[src/rtl/window_fetch_sequencer_if.sv]
// Avalon-MM master bus used by the window fetch sequencer to reach source and
// destination image memory.
interface window_fetch_sequencer_if;
    logic        master_read;
    logic        master_write;
    logic [31:0] master_address;
    logic [31:0] master_writedata;
    logic [31:0] master_readdata;
    logic        master_readdatavalid;
    logic        master_writeresponsevalid;

    modport master (
        output master_read,
        output master_write,
        output master_address,
        output master_writedata,
        input  master_readdata,
        input  master_readdatavalid,
        input  master_writeresponsevalid
    );

    modport slave (
        input  master_read,
        input  master_write,
        input  master_address,
        input  master_writedata,
        output master_readdata,
        output master_readdatavalid,
        output master_writeresponsevalid
    );
endinterface

[src/rtl/window_fetch_sequencer.sv]
// Raster-scans interior pixels, fetches each 3x3 neighbourhood over Avalon, feeds the
// cartoonify pipeline and writes the filtered pixel back. One transaction in flight.
module window_fetch_sequencer #(
    parameter int unsigned IMG_W    = 640,
    parameter int unsigned IMG_H    = 480,
    parameter logic [31:0] SRC_BASE = 32'h0000_0000,
    parameter logic [31:0] DST_BASE = 32'h0010_0000
) (
    input  logic                     clk,
    input  logic                     n_rst,
    input  logic                     start,
    window_fetch_sequencer_if.master bus,
    output logic [215:0]             pixel_data,
    output logic                     pixel_enable,
    input  logic                     pixel_done,
    input  logic [23:0]              f_pixel,
    output logic                     busy,
    output logic                     frame_done
);
    localparam logic [31:0] ImgW       = 32'(IMG_W);
    localparam logic [31:0] XLast      = 32'(IMG_W - 2);
    localparam logic [31:0] YLast      = 32'(IMG_H - 2);
    localparam bit          Degenerate = (IMG_W < 3) || (IMG_H < 3);

    typedef enum logic [2:0] {
        StIdle,
        StRdReq,
        StRdWait,
        StProc,
        StWrReq,
        StWrWait,
        StNext,
        StDone
    } state_e;

    state_e            state_q, state_d;
    logic [31:0]       x_q, x_d;
    logic [31:0]       y_q, y_d;
    logic [3:0]        tap_q, tap_d;
    logic [8:0][23:0]  win_q, win_d;
    logic [31:0]       wdata_q, wdata_d;
    // Set once pixel_enable has fired in the current PROC visit.
    logic              fired_q, fired_d;

    logic [31:0]       tap_dx, tap_dy, rd_row, rd_col, rd_addr, wr_addr;
    logic              unused_rdata_hi;

    assign unused_rdata_hi = ^bus.master_readdata[31:24];

    always_ff @(posedge clk) begin
        if (n_rst) begin
            state_q <= StIdle;
            x_q     <= 32'd1;
            y_q     <= 32'd1;
            tap_q   <= 4'd0;
            win_q   <= '0;
            wdata_q <= 32'd0;
            fired_q <= 1'b0;
        end else begin
            state_q <= state_d;
            x_q     <= x_d;
            y_q     <= y_d;
            tap_q   <= tap_d;
            win_q   <= win_d;
            wdata_q <= wdata_d;
            fired_q <= fired_d;
        end
    end

    always_comb begin
        state_d      = state_q;
        x_d          = x_q;
        y_d          = y_q;
        tap_d        = tap_q;
        win_d        = win_q;
        wdata_d      = wdata_q;
        fired_d      = 1'b0;
        pixel_enable = 1'b0;
        frame_done   = 1'b0;
        unique case (state_q)
            StIdle: begin
                if (start) begin
                    x_d     = 32'd1;
                    y_d     = 32'd1;
                    tap_d   = 4'd0;
                    state_d = Degenerate ? StDone : StRdReq;
                end
            end
            StRdReq: state_d = StRdWait;
            StRdWait: begin
                if (bus.master_readdatavalid) begin
                    win_d[tap_q] = bus.master_readdata[23:0];
                    if (tap_q == 4'd8) begin
                        tap_d   = 4'd0;
                        state_d = StProc;
                    end else begin
                        tap_d   = tap_q + 4'd1;
                        state_d = StRdReq;
                    end
                end
            end
            StProc: begin
                fired_d      = 1'b1;
                pixel_enable = !fired_q;
                // A done coincident with the enable pulse cannot be a real result.
                if (fired_q && pixel_done) begin
                    wdata_d = {8'h00, f_pixel};
                    state_d = StWrReq;
                end
            end
            StWrReq: state_d = StWrWait;
            StWrWait: begin
                if (bus.master_writeresponsevalid) begin
                    state_d = StNext;
                end
            end
            StNext: begin
                if (x_q == XLast) begin
                    x_d = 32'd1;
                    y_d = y_q + 32'd1;
                end else begin
                    x_d = x_q + 32'd1;
                end
                state_d = (x_q == XLast && y_q == YLast) ? StDone : StRdReq;
            end
            StDone: begin
                frame_done = 1'b1;
                state_d    = StIdle;
            end
            default: state_d = StIdle;
        endcase
    end

    always_comb begin
        tap_dy  = 32'(tap_q / 4'd3);
        tap_dx  = 32'(tap_q % 4'd3);
        rd_row  = y_q + tap_dy - 32'd1;
        rd_col  = x_q + tap_dx - 32'd1;
        rd_addr = SRC_BASE + (rd_row * ImgW + rd_col) * 32'd4;
        wr_addr = DST_BASE + (y_q * ImgW + x_q) * 32'd4;
    end

    assign bus.master_read      = (state_q == StRdReq);
    assign bus.master_write     = (state_q == StWrReq);
    assign bus.master_address   = (state_q == StRdReq) ? rd_addr :
                                  (state_q == StWrReq) ? wr_addr : 32'd0;
    assign bus.master_writedata = wdata_q;
    assign pixel_data           = win_q;
    assign busy                 = (state_q != StIdle) && (state_q != StDone);
endmodule

[src/flat_wrapper.sv]
// flat-port wrapper written by rule: the top's interface ports become plain ports
module window_fetch_sequencer_flat 
#(
    parameter int unsigned IMG_W    = 640,
    parameter int unsigned IMG_H    = 480,
    parameter logic [31:0] SRC_BASE = 32'h0000_0000,
    parameter logic [31:0] DST_BASE = 32'h0010_0000
)
  (clk, n_rst, start, pixel_data, pixel_enable, pixel_done, f_pixel, busy, frame_done, bus_master_read, bus_master_write, bus_master_address, bus_master_writedata, bus_master_readdata, bus_master_readdatavalid, bus_master_writeresponsevalid);
  window_fetch_sequencer_if bus_i ();
  input  logic clk;
  input  logic n_rst;
  input  logic start;
  output logic [215:0] pixel_data;
  output logic pixel_enable;
  input  logic pixel_done;
  input  logic [23:0] f_pixel;
  output logic busy;
  output logic frame_done;
  output wire logic [$bits(bus_i.master_read)-1:0] bus_master_read;
  output wire logic [$bits(bus_i.master_write)-1:0] bus_master_write;
  output wire logic [$bits(bus_i.master_address)-1:0] bus_master_address;
  output wire logic [$bits(bus_i.master_writedata)-1:0] bus_master_writedata;
  input wire logic [$bits(bus_i.master_readdata)-1:0] bus_master_readdata;
  input wire logic [$bits(bus_i.master_readdatavalid)-1:0] bus_master_readdatavalid;
  input wire logic [$bits(bus_i.master_writeresponsevalid)-1:0] bus_master_writeresponsevalid;
  assign bus_master_read = bus_i.master_read;
  assign bus_master_write = bus_i.master_write;
  assign bus_master_address = bus_i.master_address;
  assign bus_master_writedata = bus_i.master_writedata;
  assign bus_i.master_readdata = bus_master_readdata;
  assign bus_i.master_readdatavalid = bus_master_readdatavalid;
  assign bus_i.master_writeresponsevalid = bus_master_writeresponsevalid;
  window_fetch_sequencer #(.IMG_W(IMG_W), .IMG_H(IMG_H), .SRC_BASE(SRC_BASE), .DST_BASE(DST_BASE)) u_core (.clk(clk), .n_rst(n_rst), .start(start), .bus(bus_i), .pixel_data(pixel_data), .pixel_enable(pixel_enable), .pixel_done(pixel_done), .f_pixel(f_pixel), .busy(busy), .frame_done(frame_done));
endmodule
[config.mk]
export PLATFORM = sky130hd
export DESIGN_NAME = window_fetch_sequencer_flat
export DESIGN_NICKNAME = d
export VERILOG_FILES = /design/src/rtl/window_fetch_sequencer_if.sv /design/src/rtl/window_fetch_sequencer.sv /design/src/flat_wrapper.sv
export SDC_FILE = /design/constraint.sdc
export NUM_CORES = 1
export LEC_CHECK = 0
export ABC_AREA = 1
export BUFFER_PORTS_ARGS = -buffer_cell sky130_fd_sc_hd__buf_2
export CORE_MARGIN = 3
export CORE_UTILIZATION = 63
export CTS_CLUSTER_SIZE = 12
export DETAILED_ROUTE_END_ITERATION = 8
export PLACE_DENSITY = 0.88
export SETUP_SLACK_MARGIN = 0.2
export SLEW_MARGIN = 15
export SYNTH_ARGS = -nofsm -noshare
export SYNTH_HDL_FRONTEND = slang
export SYNTH_SLANG_ARGS = --single-unit
[constraint.sdc]
create_clock -name clk -period 20.9 [get_ports clk]
set_input_delay 2.09 -clock clk [delete_from_list [all_inputs] [get_ports clk]]
set_output_delay 2.09 -clock clk [all_outputs]
set_load 0.05 [all_outputs]
==> metrics.md <==
| Metric | Value |
|---|---|
| CP Max Fanout | `14` |
| # rows | `66` |
| CP required | `18.81 ns` |
| Synth cell count leaders | `638 x nor2_1, 430 x nand2_1, 333 x o21ai_0` |
| Worst path slowest cell | `fa_1` |
| R2R Setup Slk | `17.58 ns` |
| Die X | `190.4 microns` |
| Clk sinks | `312` |
| Initial DRC count | `2025` |
| Starting Density | `64.88%` |
| First-pass GRT wire length | `116000 microns` |
| Reg clk slew, reported paths | `0.06 ns` |
| Synth Instances | `3100` |
| Die area | `0.03627 sq mm` |
| DRT antenna net count | `0` |
| Slew @ Worst Pin | `1.252 ns` |
| Post-synth top area share | `29.14%` |
| Area grow syn2layout | `13.49%` |
| Synth Register Bits | `312` |
| Largest net degree at the start of global routing | `126` |
| Max_slew headroom | `16.25%` |
| Multi-input gate area | `0.01341 sq mm` |
| CTS Buf Count | `36` |
| Hpwl dp | `55700 microns` |
| Mean number of vias per cell | `5.914` |
| CP arrival | `9.82 ns` |
| CTS max path bufs | `3` |
| Final period util | `56.98%` |
| Area of the core | `0.03303 sq mm` |
| Hold Crit Class | `flop to flop` |
| CTS H-tree lvls | `2` |
| Synth warnings | `0` |
| CP peak stage delay | `0.52 ns` |
| Vias | `22590` |
| Total Routing Usage GR | `39.57%` |
| Hold Buf Count CTS | `0` |
| FFs w/ async S/R, synth | `0%` |
| Distinct cells, synth | `58` |
| Hold Fails Final Rpt | `0` |
| 1st-pass router iterations | `6` |
| Most frequent cell after synthesis | `nor2_1` |
| Drt drc | `0` |
| Clock Latency Late Sink | `0.53 ns` |
| Fill count | `2634` |
| Fin. max-slew vios | `0` |
| Flip-flop and latch area | `0.006246 sq mm` |
| CTS tree | `yes` |
| CP Class | `flop to primary output` |
| Grt total ovfl | `0` |
| Clock Tree Root | `clkbuf_16` |
| Maximum clock rate | `83.97 MHz` |
| Final setup viols | `0` |
| Initial antenna violation count | `1` |
| Mapped Area | `0.02143 sq mm` |
| Post-CTS setup buffers | `0` |
| Maxcap violations | `0` |
| Area leader, netlist | `dfxtp_1` |
| Chip height | `190.4 microns` |
| Sequential fraction of the synthesis area | `29.14%` |
| Drt total wl | `73770 microns` |
| Post-cts sizing count | `0` |
| Layout cells sized above 1 | `13.95%` |
| Nature of the critical path endpoint | `primary output` |
| Synth top area cells | `dfxtp_1 29%, ha_1 13%, nor2_1 11%` |
| Vias in the first global route | `22260` |
| Clock skew | `0.02342 ns` |
| IO Count | `347` |
| Buffers on Ports | `328` |
| Crit path time final | `11.91 ns` |
| Predominant post-synthesis flop cell | `dfxtp_1` |
| Critical Path Source Type | `flop` |
| Routed wire per std cell | `19.31 microns` |
| RSZ-0062 raised after global routing | `no` |
| Final Wtd Congestion | `0.9864` |
| Setup tns final | `0 ns` |
| Final Net Count | `3671` |
| Status | `complete, no violations` |
| Synth Area per Inst | `6.913 sq um` |
| Number of synthesized flops with an enable pin | `0` |
## cell families (layout without fill, tap and decap cells)
| family | count (synthesis) | after routing | share of synthesized area, % |
|---|---|---|---|
| XOR/XNOR | 109 | 109 | 4.560 |
| AO/OA/AOI/OAI | 593 | 593 | 14.59 |
| adder cells (fa/ha/maj) | 251 | 251 | 15.60 |
| flip-flops | 312 | 312 | 29.14 |
| buffers and inverters | 465 | 732 | 8.465 |
| AND/OR/NAND/NOR | 1369 | 1369 | 27.63 |
| other | 1 | 12 | 0.01750 |
## metal layers
metal / up-vias / track usage, % / share of wire, %
li1: 10610 / - / -
met1: 10440 / 46.55 / 37
met2: 1282 / 68.18 / 47
met3: 254 / 9.669 / 11
met4: 2 / 18.20 / 5.2
met5: - / 0 / 0.024
## path summary, 6_finish.rpt
path,start,endpoint,cells past startpoint
setup reg to reg,u_core.state_q[1]$_SDFFE_PP0P_,u_core.pixel_data[67]$_SDFFE_PP0P_,8
hold reg to reg,u_core.pixel_data[50]$_SDFFE_PP0P_,u_core.pixel_data[50]$_SDFFE_PP0P_,2
hold / removal,u_core.pixel_data[50]$_SDFFE_PP0P_,u_core.pixel_data[50]$_SDFFE_PP0P_,2
setup / recovery,u_core.tap_q[2]$_SDFFE_PP0P_,bus_master_address[29],49
## cell usage in the layout, fill, tap and decap left out, types with 12 or more instances in the layout
cell type,netlist,final
nor2_1,638,638
nand2_1,430,430
o21ai_0,333,333
buf_2,10,328
inv_1,320,319
dfxtp_1,312,312
ha_1,224,224
a21oi_1,184,184
nand3_1,111,111
xor2_1,78,78
nor3_1,52,52
nand4_1,51,51
clkbuf_16,0,37
xnor2_1,28,28
fa_1,27,27
inv_2,18,18
nor4_1,16,16
o21ai_1,13,13
nand2_2,12,12
## critical path: cells and delay by family (launching register included)
family	cells	cell delay, ns
AND/OR/NAND/NOR	18	2.25
flip-flops	1	0.49
AO/OA/AOI/OAI	11	1.87
adder cells (fa/ha/maj)	10	3.12
buffers and inverters	8	0.95
XOR/XNOR	2	0.62
## metrics by stage
step                      setup slack (ns)  hold slack (ns)  util (%)  instance area [sq um]  instances
after floorplan                      11.07           0.4584         -                  21470       3109
after global placement               9.869           0.4645     70.20                  23190       3762
after global routing                 8.074           0.5040     73.62                  24320       3818
after CTS                            9.074           0.4868     73.62                  24320       3818
final                                8.991           0.4856     73.64                  24320       3820
after detailed placement             9.668           0.4725     70.20                  23190       3762
## final cells by class
type / instances / share of cell area (%)
flip-flops and latches: 312 / 25.68
repair buffers: 336 / 6.996
multi-input cells: 2332 / 55.11
well taps: 442 / 2.274
diodes: 2 / 0.02058
clock inverters: 9 / 0.4835
clock buffers: 47 / 4.167
inverters: 340 / 5.268
## sequential cells by signal, indices dropped and copies added (netlist names)
signal	count
u_core.bus.master_writedata	24
u_core.fired_q	1
u_core.pixel_data	216
u_core.state_q	3
u_core.tap_q	4
u_core.x_q	32
u_core.y_q	32
Power is not shown: default switching activity piles up to over one toggle a cycle in this logic, so the estimate is an artifact.
